### config.mk
export PLATFORM = sky130hd
export DESIGN_NAME = axi_write_arbiter_flat
export DESIGN_NICKNAME = d
export VERILOG_FILES = /design/src/rtl/axi_arb_pkg.sv /design/src/rtl/axi_write_arbiter_if.sv /design/src/rtl/rr_pick.sv /design/src/rtl/axi_write_arbiter.sv /design/src/flat_wrapper.sv
export SDC_FILE = /design/constraint.sdc
export NUM_CORES = 1
export LEC_CHECK = 0
export ABC_AREA = 1
export BUFFER_PORTS_ARGS = -buffer_cell sky130_fd_sc_hd__buf_2
export CAP_MARGIN = 10
export CORE_MARGIN = 3
export CORE_UTILIZATION = 30
export CTS_BUF_LIST = sky130_fd_sc_hd__clkbuf_8
export CTS_CLUSTER_DIAMETER = 30
export DETAILED_ROUTE_END_ITERATION = 6
export PLACE_DENSITY_LB_ADDON = 0.25
export SKIP_LAST_GASP = 1
export SYNTH_ARGS = -nofsm -noshare
export SYNTH_HDL_FRONTEND = slang
export SYNTH_SLANG_ARGS = --single-unit
### constraint.sdc
create_clock -name clk_domain_a -period 2.4 [get_ports clk_domain_a]
set_input_delay 0.24 -clock clk_domain_a [delete_from_list [all_inputs] [get_ports clk_domain_a]]
set_output_delay 0.24 -clock clk_domain_a [all_outputs]
set_load 0.01 [all_outputs]
### src/rtl/axi_arb_pkg.sv
// Shared types and helpers for the AXI write arbiter: FSM encoding, watchdog width,
// grant-index width and ring-wrap arithmetic used by the round-robin picker.
package axi_arb_pkg;

    typedef enum logic [1:0] {
        IDLE  = 2'd0,
        ISSUE = 2'd1,
        DONE  = 2'd2
    } arb_state_t;

    localparam int WDOG_W = 16;

    // A single requester still needs a 1-bit grant index.
    function automatic int grant_w(input int n);
        return (n <= 1) ? 1 : $clog2(n);
    endfunction

    function automatic int wrap_idx(input int base, input int off, input int n);
        return (base + off) % n;
    endfunction

endpackage

### src/rtl/axi_write_arbiter_if.sv
// Requester-side and downstream AXI-like write signals of the arbiter, bundled.
// master = arbiter side (drives AW/W and acks), slave = environment side.
interface axi_write_arbiter_if #(
    parameter int NUM_REQ    = 4,
    parameter int DATA_WIDTH = 32,
    parameter int ADDR_WIDTH = 16
);
    import axi_arb_pkg::*;

    localparam int GRANT_W = grant_w(NUM_REQ);
    localparam int STRB_W  = DATA_WIDTH / 8;

    logic [NUM_REQ-1:0]            req_valid;
    logic [NUM_REQ*ADDR_WIDTH-1:0] req_addr;
    logic [NUM_REQ*DATA_WIDTH-1:0] req_data;
    logic [NUM_REQ*STRB_W-1:0]     req_strb;
    logic [NUM_REQ-1:0]            req_ack;

    logic                          axi_awvalid;
    logic [ADDR_WIDTH-1:0]         axi_awaddr;
    logic                          axi_awready;
    logic                          axi_wvalid;
    logic [DATA_WIDTH-1:0]         axi_wdata;
    logic [STRB_W-1:0]             axi_wstrb;
    logic                          axi_wready;

    logic [GRANT_W-1:0]            grant_id;
    logic                          busy;
    logic                          timeout_err;

    modport master (
        input  req_valid, req_addr, req_data, req_strb, axi_awready, axi_wready,
        output req_ack, axi_awvalid, axi_awaddr, axi_wvalid, axi_wdata, axi_wstrb,
        output grant_id, busy, timeout_err
    );

    modport slave (
        output req_valid, req_addr, req_data, req_strb, axi_awready, axi_wready,
        input  req_ack, axi_awvalid, axi_awaddr, axi_wvalid, axi_wdata, axi_wstrb,
        input  grant_id, busy, timeout_err
    );

endinterface

### src/rtl/rr_pick.sv
// Combinational round-robin picker: first set request searching upward from last_grant+1 with wrap.
// Zero latency; no handshake, pure function of its inputs.
module rr_pick
    import axi_arb_pkg::*;
#(
    parameter int NUM_REQ = 4,
    parameter int GW      = grant_w(NUM_REQ)
) (
    input  logic [NUM_REQ-1:0] req,
    input  logic [GW-1:0]      last_grant,
    output logic               found,
    output logic [GW-1:0]      index
);

    always_comb begin
        found = 1'b0;
        index = '0;
        // Offsets 1..NUM_REQ visit every requester once, last_grant itself last.
        for (int off = 1; off <= NUM_REQ; off++) begin
            if (!found && req[GW'(wrap_idx(int'(last_grant), off, NUM_REQ))]) begin
                found = 1'b1;
                index = GW'(wrap_idx(int'(last_grant), off, NUM_REQ));
            end
        end
    end

endmodule

### src/rtl/axi_write_arbiter.sv
// Round-robin arbiter sharing one AW+W write port; payload captured at grant, one-cycle ack.
// Grant->valids 1 cycle, >=3 cycles per transfer; AW/W wait independently on their readys.
module axi_write_arbiter
    import axi_arb_pkg::*;
#(
    parameter int NUM_REQ        = 4,
    parameter int DATA_WIDTH     = 32,
    parameter int ADDR_WIDTH     = 16,
    parameter int TIMEOUT_CYCLES = 255
) (
    input  logic               clk_domain_a,
    input  logic               rst_n,
    axi_write_arbiter_if.master bus
);

    localparam int GW     = grant_w(NUM_REQ);
    localparam int STRB_W = DATA_WIDTH / 8;
    localparam logic [WDOG_W-1:0] WDOG_LAST = WDOG_W'(TIMEOUT_CYCLES - 1);
    localparam logic [GW-1:0]     GRANT_RST = GW'(NUM_REQ - 1);

    typedef struct packed {
        logic [ADDR_WIDTH-1:0] addr;
        logic [DATA_WIDTH-1:0] data;
        logic [STRB_W-1:0]     strb;
    } wr_t;

    arb_state_t        state;
    arb_state_t        state_nxt;
    logic [GW-1:0]     last_grant;
    logic [GW-1:0]     grant_q;
    wr_t               hold_q;
    wr_t               pick_wr;
    logic              aw_pend;
    logic              w_pend;
    logic              aw_done_now;
    logic              w_done_now;
    logic [WDOG_W-1:0] wdog_cnt;
    logic              timeout_q;
    logic              pick_found;
    logic [GW-1:0]     pick_idx;

    rr_pick #(
        .NUM_REQ (NUM_REQ),
        .GW      (GW)
    ) u_pick (
        .req        (bus.req_valid),
        .last_grant (last_grant),
        .found      (pick_found),
        .index      (pick_idx)
    );

    always_comb begin
        pick_wr = '0;
        for (int i = 0; i < NUM_REQ; i++) begin
            if (pick_idx == GW'(i)) begin
                pick_wr.addr = bus.req_addr[i*ADDR_WIDTH +: ADDR_WIDTH];
                pick_wr.data = bus.req_data[i*DATA_WIDTH +: DATA_WIDTH];
                pick_wr.strb = bus.req_strb[i*STRB_W +: STRB_W];
            end
        end
    end

    // A channel counts as finished if it already handshook or handshakes this cycle.
    assign aw_done_now = !aw_pend || bus.axi_awready;
    assign w_done_now  = !w_pend  || bus.axi_wready;

    always_ff @(posedge clk_domain_a or negedge rst_n) begin
        if (!rst_n) begin
            state <= IDLE;
        end else begin
            state <= state_nxt;
        end
    end

    always_comb begin
        state_nxt   = state;
        bus.req_ack = '0;
        unique case (state)
            IDLE: begin
                if (pick_found) begin
                    state_nxt = ISSUE;
                end
            end
            ISSUE: begin
                if (aw_done_now && w_done_now) begin
                    state_nxt = DONE;
                end
            end
            DONE: begin
                bus.req_ack[grant_q] = 1'b1;
                state_nxt            = IDLE;
            end
            default: begin
                state_nxt = IDLE;
            end
        endcase
    end

    always_ff @(posedge clk_domain_a or negedge rst_n) begin
        if (!rst_n) begin
            last_grant <= GRANT_RST;
            grant_q    <= '0;
            hold_q     <= '0;
            aw_pend    <= 1'b0;
            w_pend     <= 1'b0;
            wdog_cnt   <= '0;
            timeout_q  <= 1'b0;
        end else begin
            unique case (state)
                IDLE: begin
                    if (pick_found) begin
                        hold_q   <= pick_wr;
                        grant_q  <= pick_idx;
                        aw_pend  <= 1'b1;
                        w_pend   <= 1'b1;
                        wdog_cnt <= '0;
                    end
                end
                ISSUE: begin
                    if (aw_pend && bus.axi_awready) begin
                        aw_pend <= 1'b0;
                    end
                    if (w_pend && bus.axi_wready) begin
                        w_pend <= 1'b0;
                    end
                    if (wdog_cnt != '1) begin
                        wdog_cnt <= wdog_cnt + 1'b1;
                    end
                    // Sticky: the counter reaching TIMEOUT_CYCLES on this edge raises the flag.
                    if (wdog_cnt >= WDOG_LAST) begin
                        timeout_q <= 1'b1;
                    end
                end
                DONE: begin
                    last_grant <= grant_q;
                end
                default: begin
                    aw_pend <= 1'b0;
                    w_pend  <= 1'b0;
                end
            endcase
        end
    end

    assign bus.axi_awvalid = aw_pend;
    assign bus.axi_wvalid  = w_pend;
    assign bus.axi_awaddr  = hold_q.addr;
    assign bus.axi_wdata   = hold_q.data;
    assign bus.axi_wstrb   = hold_q.strb;
    assign bus.grant_id    = grant_q;
    assign bus.busy        = (state != IDLE);
    assign bus.timeout_err = timeout_q;

endmodule

### src/flat_wrapper.sv
// flat-port wrapper written by rule: the top's interface ports become plain ports
module axi_write_arbiter_flat import axi_arb_pkg::*;
#(
    parameter int NUM_REQ        = 4,
    parameter int DATA_WIDTH     = 32,
    parameter int ADDR_WIDTH     = 16,
    parameter int TIMEOUT_CYCLES = 255
)
  (clk_domain_a, rst_n, bus_req_valid, bus_req_addr, bus_req_data, bus_req_strb, bus_axi_awready, bus_axi_wready, bus_req_ack, bus_axi_awvalid, bus_axi_awaddr, bus_axi_wvalid, bus_axi_wdata, bus_axi_wstrb, bus_grant_id, bus_busy, bus_timeout_err);
  axi_write_arbiter_if #(.NUM_REQ(NUM_REQ), .DATA_WIDTH(DATA_WIDTH), .ADDR_WIDTH(ADDR_WIDTH)) bus_i ();
  input  logic clk_domain_a;
  input  logic rst_n;
  input wire logic [$bits(bus_i.req_valid)-1:0] bus_req_valid;
  input wire logic [$bits(bus_i.req_addr)-1:0] bus_req_addr;
  input wire logic [$bits(bus_i.req_data)-1:0] bus_req_data;
  input wire logic [$bits(bus_i.req_strb)-1:0] bus_req_strb;
  input wire logic [$bits(bus_i.axi_awready)-1:0] bus_axi_awready;
  input wire logic [$bits(bus_i.axi_wready)-1:0] bus_axi_wready;
  output wire logic [$bits(bus_i.req_ack)-1:0] bus_req_ack;
  output wire logic [$bits(bus_i.axi_awvalid)-1:0] bus_axi_awvalid;
  output wire logic [$bits(bus_i.axi_awaddr)-1:0] bus_axi_awaddr;
  output wire logic [$bits(bus_i.axi_wvalid)-1:0] bus_axi_wvalid;
  output wire logic [$bits(bus_i.axi_wdata)-1:0] bus_axi_wdata;
  output wire logic [$bits(bus_i.axi_wstrb)-1:0] bus_axi_wstrb;
  output wire logic [$bits(bus_i.grant_id)-1:0] bus_grant_id;
  output wire logic [$bits(bus_i.busy)-1:0] bus_busy;
  output wire logic [$bits(bus_i.timeout_err)-1:0] bus_timeout_err;
  assign bus_i.req_valid = bus_req_valid;
  assign bus_i.req_addr = bus_req_addr;
  assign bus_i.req_data = bus_req_data;
  assign bus_i.req_strb = bus_req_strb;
  assign bus_i.axi_awready = bus_axi_awready;
  assign bus_i.axi_wready = bus_axi_wready;
  assign bus_req_ack = bus_i.req_ack;
  assign bus_axi_awvalid = bus_i.axi_awvalid;
  assign bus_axi_awaddr = bus_i.axi_awaddr;
  assign bus_axi_wvalid = bus_i.axi_wvalid;
  assign bus_axi_wdata = bus_i.axi_wdata;
  assign bus_axi_wstrb = bus_i.axi_wstrb;
  assign bus_grant_id = bus_i.grant_id;
  assign bus_busy = bus_i.busy;
  assign bus_timeout_err = bus_i.timeout_err;
  axi_write_arbiter #(.NUM_REQ(NUM_REQ), .DATA_WIDTH(DATA_WIDTH), .ADDR_WIDTH(ADDR_WIDTH), .TIMEOUT_CYCLES(TIMEOUT_CYCLES)) u_core (.clk_domain_a(clk_domain_a), .rst_n(rst_n), .bus(bus_i));
endmodule
=== Word level (Yosys, flattened, before mapping) ===
Cells that the tools add are included.

* Equal/unequal tests: 11
* Bitwise logic cells: 1
* Reduce and logical (&&, ||, !) cells: 24
* $lt $le $gt $ge: 7
* Add/sub/neg operators: 5
* Multiplexer cells: 38

{| class="wikitable"
|+ Operators with widths
! operator !! count
|-
| 2-to-1 mux 52 bit || 4
|-
| 2-to-1 mux 16 bit || 2
|-
| one-hot mux 16 bit (2 select lines) || 1
|-
| adder 16 x 1 -> 16 bit, second input constant || 1
|-
| greater-or-equal comparator 16 x 8 -> 1 bit, second input constant || 1
|-
| less-than comparator 2 x 4 -> 1 bit, second input constant || 4
|-
| 2-to-1 mux 1 bit || 16
|-
| != test 16 bit, second input constant || 1
|-
| 2-to-1 mux 2 bit || 6
|-
| != test 2 x 1 -> 1 bit, second input constant || 5
|-
| AND reduction 3 bit || 3
|-
| binary-select mux 1 bit (select 2 bit) || 4
|-
| logical AND 1 bit || 7
|-
| == test 2 bit, second input constant || 3
|-
| one-hot mux 1 bit (3 select lines) || 2
|-
| AND reduction 2 bit || 3
|-
| zero test 1 bit || 5
|-
| adder 2 x 1 -> 2 bit, second input constant || 2
|-
| adder 2 bit, second input constant || 2
|-
| == test 2 x 1 -> 1 bit, second input constant || 2
|-
| zero test 2 bit || 2
|-
| 2-to-1 mux 4 bit || 1
|-
| one-hot mux 2 bit (2 select lines) || 1
|-
| nonzero test 2 bit || 2
|-
| 5 further kinds || 6
|}

* Bits in registers: 77
* Word-level logic and storage cells: 96
* Output and inout bits: 62

=== Logic depth before layout (Yosys ltp) ===
Gate-level depths: netlist of the first run.

* Depth in word-level cells: 19
* Mapped depth: 18

=== By module ===
Synthesis of the first run repeated with hierarchy kept, for this count alone.

* Cells, all modules: 684
* Area total of the unflattened synthesis: 4848.4 sq um

{| class="wikitable"
|+ Modules (own cells, without submodules)
! module !! cells each !! times used !! area each (sq um)
|-
| axi_write_arbiter || 635 || 1 || 4558.1
|-
| rr_pick || 49 || 1 || 290.3
|}

=== Worst setup path after synthesis of the first run ===
No wires, ideal clock.

* Kind: register to register
* From: reg u_core.last_grant[0]
* To: reg u_core.hold_q (netlist bit u_core.bus.axi_awaddr[10])
* Arrival time: 1.851 ns
* Data required time: 2.284 ns
* Buffers on the path: 2
* Stages on the path, launching flop included: 18
* Library setup time: 0.116 ns
* Path slack: 0.433 ns
* Clock period less this slack: 1.967 ns
* Cells stage by stage: dfstp_2 buf_6 inv_8 nand2_4 nand2_1 nand2_1 nand2_1 nor2_4 nand3_1 nand2_1 nand2_4 inv_4 nand2_4 buf_6 o21bai_1 inv_1 nand2_1 nand2_1

* Word-level cells in the longest chain between the ends: 19
* Elaborated cells between the ends (all ways): 39

{| class="wikitable"
|+ RTL lines
! element !! line !! source
|-
| start, declared || axi_write_arbiter.sv:29 || <nowiki>logic [GW-1:0] last_grant;</nowiki>
|-
| start signal, assigned || axi_write_arbiter.sv:135 || <nowiki>last_grant <= grant_q;</nowiki>
|-
| adder 2 x 1 -> 2 bit || axi_arb_pkg.sv:19 || <nowiki>return (base + off) % n;</nowiki>
|-
| binary-select mux 1 bit (select 2 bit) || rr_pick.sv:20 || <nowiki>if (!found && req[GW'(wrap_idx(int'(last_grant), off, NUM_REQ))]) begin</nowiki>
|-
| 2-to-1 mux 1 bit (implied by the code) (2 in a row) || rr_pick.sv:20 ||
|-
| 2-to-1 mux 1 bit || rr_pick.sv:20 ||
|-
| zero test 1 bit || rr_pick.sv:20 ||
|-
| logical AND 1 bit || rr_pick.sv:20 ||
|-
| 2-to-1 mux 1 bit || rr_pick.sv:20 ||
|-
| zero test 1 bit || rr_pick.sv:20 ||
|-
| logical AND 1 bit || rr_pick.sv:20 ||
|-
| 2-to-1 mux 1 bit || rr_pick.sv:20 ||
|-
| zero test 1 bit || rr_pick.sv:20 ||
|-
| logical AND 1 bit || rr_pick.sv:20 ||
|-
| 2-to-1 mux 2 bit || rr_pick.sv:20 ||
|-
| zero test 2 bit || axi_write_arbiter.sv:55 || <nowiki>if (pick_idx == GW'(i)) begin</nowiki>
|-
| 2-to-1 mux 52 bit (4 in a row) || axi_write_arbiter.sv:55 ||
|-
| end signal, assigned || axi_write_arbiter.sv:112 || <nowiki>hold_q <= pick_wr;</nowiki>
|-
| end, declared || axi_write_arbiter.sv:31 || <nowiki>wr_t hold_q;</nowiki>
|}

Several ways; a longest one is shown, not always the timed one. The select of a mux whose other input is x is not followed.
A chain may end at the register's enable or synchronous reset.

=== Final worst setup path of the first run ===
* From: reg u_core.last_grant[0]
* To: reg u_core.hold_q (netlist bit u_core.bus.axi_awaddr[14])

The elaborated chain is that of the path after synthesis.

==> impl_metrics.tcl, run 1 <==
set metrics [dict create \
    status "complete, no violations" \
    root_buffer "clkbuf_8" \
    synthArstFlopShare 1.00 \
    grt_overflow 0 \
    h-tree-depth 3 \
    max_slew.worst_pin.slew_ps 461 \
    cts.path.max_buffers 2 \
    worst_skew_pair.late_latency_ps 360 \
    nets 1331 \
    layout_commonest_cell "buf_2" \
    finalHoldWorstSlack_ps 158 \
    place_worst_setup_slack_ps 65.6 \
    vias 6408 \
    rows 49 \
    critPathKind "reg -> reg" \
    fmax_mhz 440 \
    wl_per_cell_um 16.0 \
    finalCritPeriodShare 0.946 \
    yosys.cell_types.count 42 \
    antenna_found_initial 2 \
    grt_pass1_wl_mm 32.4 \
    irDropWorstVdd_mv 0.779 \
    crit_fanout 10 \
    drc 0 \
    worstSetupStartpointType "register" \
    syn_to_final_growth_pct 38.2 \
    seq_area_frac_synth 0.341 \
    r2r-end "u_core.bus.axi_awaddr[14]$_DFFE_PN0P_" \
    p_total_mw 13.0 \
    cts_tree "built" \
    grt.total_usage 0.200 \
    gp_congestion 0.909 \
    synth_edf_count 0 \
    p_leak_nw 4.43 \
    port_buffers 277 \
    ios 278 \
    worstHoldPathCells 4 \
    tns_ps 0 \
    worstPathArrival_ps 2540 \
    setup_slack_ps 129 \
    die_w_um 143 \
    end_kind "register" \
    clk_pin_slew_ps 90 \
    postRouteAntennaNets 0 \
    cts_made_buffers 9 \
    layout-drive-gt1-share 0.348 \
    r2r_cells 16 \
    grt_max_degree 78 \
    power.density_mw_per_mm2 1660 \
    dpl.cell_count 1318 \
    ys.flop_type "dfrtp_1" \
    hpwl_mm 16.0 \
    finalCriticalPeriod_ps 2270 \
    dieHeight_um 143 \
    first_pass_iters 6 \
    final_cells 1348 \
    fill_cells 1979 \
    rsz0062_at_grt "true" \
    routed_wl_mm 21.5 \
    hold_path_class "in -> reg" \
    via_per_inst 4.75 \
    start_util 0.310 \
    maxCapViolCount 0 \
    hold_end "u_core.bus.axi_wvalid$_DFFE_PN0P_" \
    reg2reg_slack_ps 130 \
    crit_required_ps 2670 \
    slew_viol_final 0 \
    ys_ff_latch 77 \
    utilization 0.429 \
    syn_nets 1051 \
    post_dp_cell_area_sq_mm 0.00736 \
    synth_area_sq_mm 0.00567 \
    fin_skew_ps 10.2 \
    ys_warn_count 0 \
    min_from "bus_axi_wready" \
    grt_pass1_vias 6156 \
    postSynthCellCount 833 \
    setup_violations 0 \
    cts.sinks 77 \
    hold_viol 0 \
    relSlewSlack 0.690 \
    drtIter0Drc 348 \
    syn_avg_cell_area_sq_um 6.80 \
    design_area_sq_mm 0.00783 \
    r2r_start "u_core.last_grant[0]$_DFFE_PN1P_" \
    dieArea_sq_mm 0.0206 \
    final_cell_mix "buf_2 (276), nand2_1 (271), nand3_1 (133)" \
    coreArea_sq_mm 0.0183 \
]
==> worst max-delay path by stage <==
| stage | from | to | slack [ps] | cells after the start |
|---|---|---|---|---|
| 6_report | u_core.last_grant[0]$_DFFE_PN1P_ | u_core.bus.axi_awaddr[14]$_DFFE_PN0P_ | 130 | 16 |
| 5_1_grt | u_core.last_grant[0]$_DFFE_PN1P_ | u_core.bus.axi_wdata[9]$_DFFE_PN0P_ | -40 | 14 |
| 4_1_cts | u_core.last_grant[0]$_DFFE_PN1P_ | u_core.bus.axi_awaddr[5]$_DFFE_PN0P_ | 60 | 16 |
| 3_5_place_dp | u_core.last_grant[0]$_DFFE_PN1P_ | u_core.bus.axi_awaddr[5]$_DFFE_PN0P_ | 70 | 16 |
| 3_3_place_gp | u_core.last_grant[0]$_DFFE_PN1P_ | u_core.bus.axi_awaddr[5]$_DFFE_PN0P_ | 90 | 16 |
| 2_1_floorplan | u_core.last_grant[0]$_DFFE_PN1P_ | u_core.bus.axi_awaddr[10]$_DFFE_PN0P_ | 430 | 17 |
==> cell type report <==
class | count | area [sq um] | share of cell area
multi-input combinational | 605 | 3050 | 0.390
timing repair buffer | 317 | 1930 | 0.247
sequential | 77 | 1930 | 0.246
inverter | 103 | 413 | 0.0527
tap | 229 | 287 | 0.0366
clock buffer | 10 | 138 | 0.0176
clock inverter | 4 | 73.8 | 0.00943
antenna | 3 | 7.51 | 0.000959
==> power breakdown <==
part | switching (mW) | total, mW | internal [mW]
Sequential | 0.377 | 2.27 | 1.89
Combinational | 5.72 | 9.61 | 3.89
Clock | 0.540 | 1.14 | 0.604
==> routing by layer <==
layer / share of wire / global-route usage
met5: 0.00033 / 0
met3: 0.061 / 0.0376
met4: 0.016 / 0.0669
met2: 0.50 / 0.337
met1: 0.43 / 0.258
==> sequential cells by signal, summed over array words and instances (netlist names) <==
| signal | count |
|---|---|
| u_core.bus.axi_awaddr | 16 |
| u_core.bus.axi_awvalid | 1 |
| u_core.bus.axi_wdata | 32 |
| u_core.bus.axi_wstrb | 4 |
| u_core.bus.axi_wvalid | 1 |
| u_core.bus.grant_id | 2 |
| u_core.bus.timeout_err | 1 |
| u_core.last_grant | 2 |
| u_core.state | 2 |
| u_core.wdog_cnt | 16 |
==> critical path: stages (launching register included) <==
cell	delay [ps]
dfstp_2	660
inv_8	80
nand2_2	70
nand2_2	70
nand2_2	100
nand2_4	70
nor2_4	120
nand3_1	70
nand2_1	110
nand2_4	130
inv_8	120
nand2_8	100
clkbuf_16	190
o21bai_1	120
inv_1	50
nand2_1	60
nand2_1	40
==> synth_stat cells (all sizes together), types with 2 or more instances <==
library cell	count	share of area
inv	102	0.070
ha	2	0.0044
o211ai	2	0.0026
buf	40	0.053
nor3	8	0.0071
o31ai	7	0.0093
nor2	18	0.016
a21oi	4	0.0035
clkbuf	9	0.0064
dfrtp	75	0.33
xnor2	2	0.0031
o21ai	50	0.045
nand2	305	0.22
nand3	142	0.13
o22ai	4	0.0044
o21bai	40	0.053
dfstp	2	0.0093
nand4	6	0.0077
xor2	8	0.012
==> repair_timing <==
| item | CTS | global route |
|---|---|---|
| setup endpoints to repair | 0 | 62 |
| hold endpoints to repair | 75 | 0 |
| hold buffers | 1 | 0 |
| gates resized for setup | 0 | 29 |
| buffers inserted | 0 | 9 |
==> kinds of logic after synthesis <==
family	after synthesis	share of synthesized area
compound gates	109	0.121
fa+ha+maj	2	0.00442
xor+xnor	10	0.0155
flops	77	0.341
simple gates	483	0.388
buf+inv	152	0.131
(Power assumes the default switching activity.)
==> run 2: changes to the inputs <==
CORE_ASPECT_RATIO = 1.4   (was default)
SLEW_MARGIN = 10   (was default)
==> run 2 against run 1 <==
- fmax decreased by 1.6%
- core utilization decreased by 0.19 points
- global-route usage decreased by 0.19 points
- critical path depth increased by 1
- register-to-register slack got worse by 40 ps
- critical path type unchanged
- sequential power about the same
- highest routed layer unchanged
- sequential cell count unchanged
- die area increased by 0.11%
==> impl_metrics.tcl, run 2 (synthesis results as in run 1) <==
set metrics [dict create \
    via_per_inst 4.71 \
    coreArea_sq_mm 0.0183 \
    grt_pass1_wl_mm 32.1 \
    grt_pass1_vias 6339 \
    layout-drive-gt1-share 0.346 \
    clk_pin_slew_ps 90 \
    crit_slowest_cell "dfstp_2" \
    vias 6402 \
    met3_usage 0.0495 \
    routed_wl_mm 21.2 \
    fmax_mhz 434 \
    place_worst_setup_slack_ps 20.3 \
    dieArea_sq_mm 0.0206 \
    p_sw_mw 6.66 \
    hold_viol 0 \
    max_slew.worst_pin.slew_ps 557 \
    first_pass_iters 4 \
    start_util 0.310 \
    relSlewSlack 0.628 \
    drtIter0Drc 329 \
    die_w_um 122 \
    gp_congestion 0.874 \
    intPower_mw 6.13 \
    switching_share 0.521 \
    postRouteAntennaNets 0 \
    rsz0062_at_grt "true" \
    syn_to_final_growth_pct 37.7 \
    wl_per_cell_um 15.6 \
    gr-usage-met1 0.224 \
    maxCapViolCount 0 \
    reg2reg_slack_ps 90 \
    layout_commonest_cell "buf_2" \
    tns_ps 0 \
    p_seq_frac 0.177 \
    final_cell_mix "buf_2 (276), nand2_1 (271), nand3_1 (132)" \
    hpwl_mm 15.9 \
    port_buffers 277 \
    worst_skew_pair.late_latency_ps 350 \
    finalCriticalPeriod_ps 2310 \
    grt.total_usage 0.198 \
    min_from "bus_req_data[122]" \
    r2r-end "u_core.bus.axi_wdata[8]$_DFFE_PN0P_" \
    fill_cells 2000 \
    cpMostUsedCell "nand2_2" \
    h-tree-depth 3 \
    critPathMaxStageDelay_ps 650 \
    busiest_layer "met2" \
    worstHoldPathCells 5 \
    pwr-share-comb 0.754 \
    p_leak_nw 4.39 \
    power.density_mw_per_mm2 1640 \
    r2r_start "u_core.last_grant[0]$_DFFE_PN1P_" \
    fin_skew_ps 10.9 \
    multi_input_area_sq_mm 0.00304 \
    rows 58 \
    status "complete, no violations" \
    r2r_cells 17 \
    setup_violations 0 \
    setup_slack_ps 93.3 \
    critPathKind "reg -> reg" \
    nets 1328 \
    largest_reg_flops 32 \
    crit_fanout 9 \
    antenna_found_initial 6 \
    worstSetupStartpointType "register" \
    grt_max_degree 53 \
    seqCellArea_sq_mm 0.00193 \
    cts_made_buffers 9 \
    crit_required_ps 2690 \
    use_met2 0.348 \
    grt_overflow 0 \
    slew_viol_final 0 \
    cts_tree "built" \
    cts.sinks 77 \
    cts.path.max_buffers 2 \
    finalCritPeriodShare 0.961 \
    end_kind "register" \
    hold_path_class "in -> reg" \
    hold_end "u_core.bus.axi_wdata[26]$_DFFE_PN0P_" \
    ios 278 \
    irDropWorstVdd_mv 0.728 \
    worstPathArrival_ps 2600 \
    root_buffer "clkbuf_8" \
    clockPowerShare 0.069 \
    dieHeight_um 169 \
    cp_cell_sequence "inv_8 -> nand2_2 -> nand2_2 -> nand2_2 -> nand2_4 -> nor2_4 -> nand3_2 -> nand2_2 -> nand2_4 -> buf_6 -> nor2_8 -> buf_12 -> clkbuf_16 -> nand2_2 -> nand3_1 -> nand2_1 -> nand2_1" \
    drc 0 \
]
==> run 2: cell types whose count changed in the layout (fill, tap and decap cells not counted), sizes merged <==
cell / before / now
buf: 314 / 310
bufinv: 2 / 0
clkinvlp: 1 / 6
diode: 3 / 4
inv: 101 / 102
nand2: 306 / 305
==> run 2: layer usage <==
layer / share of wire / up-vias
met1: 0.38 / 2915
met3: 0.067 / 44
li1: - / 3218
met2: 0.51 / 221
met4: 0.039 / 4
met5: 0.0010 / -
==> run 2: worst max path at each step <==
stage | cells past startpoint | endpoint | startpoint | slack, ps
floorplan | 17 | u_core.bus.axi_awaddr[10]$_DFFE_PN0P_ | u_core.last_grant[0]$_DFFE_PN1P_ | 430
global placement | 15 | u_core.bus.axi_awaddr[13]$_DFFE_PN0P_ | u_core.last_grant[0]$_DFFE_PN1P_ | 70
detailed placement | 14 | u_core.bus.axi_awaddr[13]$_DFFE_PN0P_ | u_core.last_grant[0]$_DFFE_PN1P_ | 20
CTS | 15 | u_core.bus.axi_wdata[19]$_DFFE_PN0P_ | u_core.last_grant[0]$_DFFE_PN1P_ | 20
global route | 16 | u_core.bus.axi_awaddr[13]$_DFFE_PN0P_ | u_core.last_grant[1]$_DFFE_PN1P_ | -50
finish | 17 | u_core.bus.axi_wdata[8]$_DFFE_PN0P_ | u_core.last_grant[0]$_DFFE_PN1P_ | 90
==> run 2: per-stage QoR <==
stage	cells	cell area (sq um)	power, mW	utilization	hold WS [ps]
6_report	1359	7800	12.8	0.427	177
2_1_floorplan	833	5670	8.41	-	-55.6
3_3_place_gp	1324	7330	10.9	0.401	265
3_5_place_dp	1324	7330	11.0	0.401	273
4_1_cts	1343	7550	12.1	0.413	152
5_1_grt	1359	7800	14.1	0.427	179
==> run 2: worst max-delay path: cells and delay by family (launching register included) <==
kind | cells | cell delay [ps]
flops | 1 | 650
simple gates | 13 | 1070
buf+inv | 4 | 520
==> run 2: power by group through the flow <==
stage / Combinational (mW) / Clock [mW] / Sequential [mW]
after floorplan: 5.99 / 0 / 2.42
after global placement: 8.68 / 0 / 2.27
after detailed placement: 8.73 / 0 / 2.27
after CTS: 8.95 / 0.919 / 2.26
after global routing: 10.8 / 0.973 / 2.34
final: 9.64 / 0.889 / 2.26
==> run 2: cell type report <==
| class | instances | share of cell area |
|---|---|---|
| Sequential cell | 77 | 0.247 |
| Timing Repair Buffer | 314 | 0.247 |
| Tap cell | 240 | 0.0385 |
| Clock inverter | 7 | 0.00561 |
| Antenna cell | 4 | 0.00128 |
| Multi-Input combinational cell | 604 | 0.390 |
| Timing Repair inverter | 1 | 0.000962 |
| Clock buffer | 9 | 0.0159 |
| Inverter | 103 | 0.0536 |
==> run 2: timing repair <==
action | in CTS | in global routing
gates cloned | 1 | 4
hold endpoints to repair | 37 | 0
buffers inserted | 1 | 8
gates resized for setup | 0 | 20
setup endpoints to repair | 1 | 52
pin swaps | 1 | 7
hold buffers | 1 | 0
==> run 3: changes to the inputs <==
ABC_AREA = default   (was 1)
==> run 3 against run 2 <==
- count of clock-buffer cells in the layout is 1 higher
- clock power is 25% higher
- synthesized area is 18% lower
- wire length is 24% lower
==> impl_metrics.tcl, run 3 <==
set metrics [dict create \
    synth_compound_area_frac 0.150 \
    cts_made_buffers 9 \
    cp_cell_sequence "nand2b_1 -> a21boi_1 -> o211ai_4 -> buf_12 -> buf_12 -> mux2i_1 -> o221ai_1" \
    grt_pass1_wl_mm 25.1 \
    dieHeight_um 154 \
    hold_viol 0 \
    largest_reg_flops 32 \
    yosys.area.top_type "dfrtp_1" \
    irDropWorstVdd_mv 0.607 \
    place_worst_setup_slack_ps 375 \
    ys.flop_type "dfrtp_1" \
    reg2reg_slack_ps 370 \
    synthArstFlopShare 1.00 \
    antennaDiodeCount 0 \
    tns_ps 0 \
    fmax_mhz 493 \
    crit_slowest_cell "dfstp_2" \
    synthMuxAreaShare 0.223 \
    layout-drive-gt1-share 0.451 \
    max_slew.worst_pin.slew_ps 1000 \
    hpwl_mm 12.6 \
    postRouteAntennaNets 0 \
    clk_pin_slew_ps 80 \
    setup_slack_ps 371 \
    synth_edf_count 0 \
    cts.sinks 77 \
    r2r_cells 7 \
    end_kind "register" \
    wl_per_cell_um 17.7 \
    setup_violations 0 \
    cts_resized 0 \
    rsz0062_at_grt "false" \
    critPathMaxStageDelay_ps 380 \
    r2r_start "u_core.last_grant[0]$_DFFE_PN1P_" \
    relSlewSlack 0.332 \
    root_buffer "clkbuf_8" \
    synth_common_cells "mux2i_1 (104), dfrtp_1 (75), nand2_1 (71), o221ai_1 (52), nor2_1 (19)" \
    layout_commonest_cell "buf_2" \
    final_cell_mix "buf_2 (276), mux2i_1 (104), dfrtp_1 (75)" \
    synth_area_leaders "dfrtp_1 (40%), mux2i_1 (22%), o221ai_1 (9.8%)" \
    hold_path_class "in -> async" \
    ios 278 \
    nets 936 \
    ys_warn_count 0 \
    grt_overflow 0 \
    syn_to_final_growth_pct 38.4 \
    gp_congestion 0.897 \
    crit_required_ps 2610 \
    status "complete, no violations" \
    finalCriticalPeriod_ps 2030 \
    grt.total_usage 0.182 \
    dieArea_sq_mm 0.0171 \
    synth_top_family_by_area "multiplexers" \
    fin_skew_ps 6.26 \
    yosys.cell_types.count 50 \
    ctsHoldBuffers 0 \
    start_util 0.309 \
    slew_viol_final 0 \
    synth_most_common_cell "mux2i_1" \
    cts.path.max_buffers 2 \
    synth_xor_area_frac 0.0150 \
    vias 4644 \
    crit_fanout 27 \
    postSynthCellCount 444 \
    syn_avg_cell_area_sq_um 10.5 \
    maxCapViolCount 0 \
    h-tree-depth 3 \
    drc 0 \
    finalCritPeriodShare 0.845 \
    worstSetupStartpointType "register" \
    power.density_mw_per_mm2 1090 \
    coreArea_sq_mm 0.0151 \
    rows 53 \
    synthAdderAreaFrac 0.00536 \
    seq_area_frac_synth 0.413 \
    port_buffers 277 \
    worst_skew_pair.late_latency_ps 340 \
    grt_pass1_vias 4806 \
    routed_wl_mm 16.2 \
    drtIter0Drc 311 \
    yosys.area.top_type_share 0.402 \
    critPathKind "reg -> reg" \
    synth_area_sq_mm 0.00467 \
    grt_max_degree 78 \
    cts_tree "built" \
    postCtsSetupBuffers 0 \
    cpMostUsedCell "buf_12" \
    syn_nets 662 \
    synth-simple-area-share 0.131 \
    p_leak_nw 3.49 \
    r2r-end "u_core.bus.axi_awaddr[7]$_DFFE_PN0P_" \
    first_pass_iters 4 \
    antenna_found_initial 0 \
    die_w_um 111 \
    via_per_inst 5.08 \
    fill_cells 1462 \
    ys_ff_latch 77 \
    worstPathArrival_ps 2240 \
]
-- run 3: cell count changes in the layout (fill, tap and decap cells not counted), moves of 28 or more --
cell and change:
nand2_1 -200, nand3_1 -129, mux2i_1 +104, inv_1 -91
o221ai_1 +52, o21bai_1 -40, o21ai_0 -36, nand2_2 -28
-- run 3: worst max path at each step --
| stage | startpoint | to | slack (ps) | cells after the start |
|---|---|---|---|---|
| 2_1_floorplan | u_core.wdog_cnt[1]$_DFFE_PN0P_ | u_core.wdog_cnt[7]$_DFFE_PN0P_ | 680 | 7 |
| 3_3_place_gp | u_core.last_grant[0]$_DFFE_PN1P_ | u_core.bus.axi_awaddr[0]$_DFFE_PN0P_ | 420 | 7 |
| 3_5_place_dp | u_core.last_grant[0]$_DFFE_PN1P_ | u_core.bus.axi_awaddr[7]$_DFFE_PN0P_ | 380 | 7 |
| 4_1_cts | u_core.last_grant[0]$_DFFE_PN1P_ | u_core.bus.axi_awaddr[7]$_DFFE_PN0P_ | 350 | 7 |
| 5_1_grt | u_core.last_grant[0]$_DFFE_PN1P_ | u_core.bus.axi_wdata[7]$_DFFE_PN0P_ | 260 | 7 |
| 6_report | u_core.last_grant[0]$_DFFE_PN1P_ | u_core.bus.axi_awaddr[7]$_DFFE_PN0P_ | 370 | 7 |
-- run 3: cell families (layout without fill, tap and decap cells) --
kind of cell               Yosys count  in the layout
muxes                              104            104
and+or+nand+nor                    131            131
AOI/OAI and AO/OA                   84             84
buffers and inverters               38            317
xor gates and xnor gates             8              8
DFF                                 77             77
adders and majority gates            2              2
-- run 3: report_power, final --
| group | switching, mW | internal, mW |
|---|---|---|
| sequential | 0.331 | 1.84 |
| clock | 0.497 | 0.613 |
| combinational | 2.08 | 1.67 |
-- run 3: routing by layer --
layer  wire length [um]  global-route usage
met3               1060              0.0402
met5                  0                   0
met4                352              0.0614
met2               8390               0.328
met1               6370               0.211
-- run 3: metrics by stage --
| stage | cell area (sq um) | hold slack [ps] | total power, mW | util | instances |
|---|---|---|---|---|---|
| after floorplan | 4670 | -55.6 | 4.69 | - | 444 |
| after global placement | 6240 | 459 | 5.89 | 0.413 | 899 |
| after detailed placement | 6240 | 461 | 5.99 | 0.413 | 899 |
| after CTS | 6470 | 101 | 7.13 | 0.428 | 915 |
| after global routing | 6470 | 138 | 7.55 | 0.428 | 915 |
| final | 6470 | 60.8 | 7.02 | 0.428 | 915 |
-- run 3: cell type report --
type	instances	area, sq um	area share
clock inverter	6	86.3	0.0134
sequential	77	1930	0.298
timing repair buffer	296	1590	0.247
inverter	5	18.8	0.00290
multi-input combinational	329	2460	0.380
tap	192	240	0.0372
clock buffer	10	138	0.0213
-- run 3: worst max-delay path, delay by kind of cell (launching register included) --
kind | cells | cell delay [ps]
buffers and inverters | 2 | 440
AOI/OAI and AO/OA | 3 | 630
DFF | 1 | 380
and+or+nand+nor | 1 | 150
muxes | 1 | 250
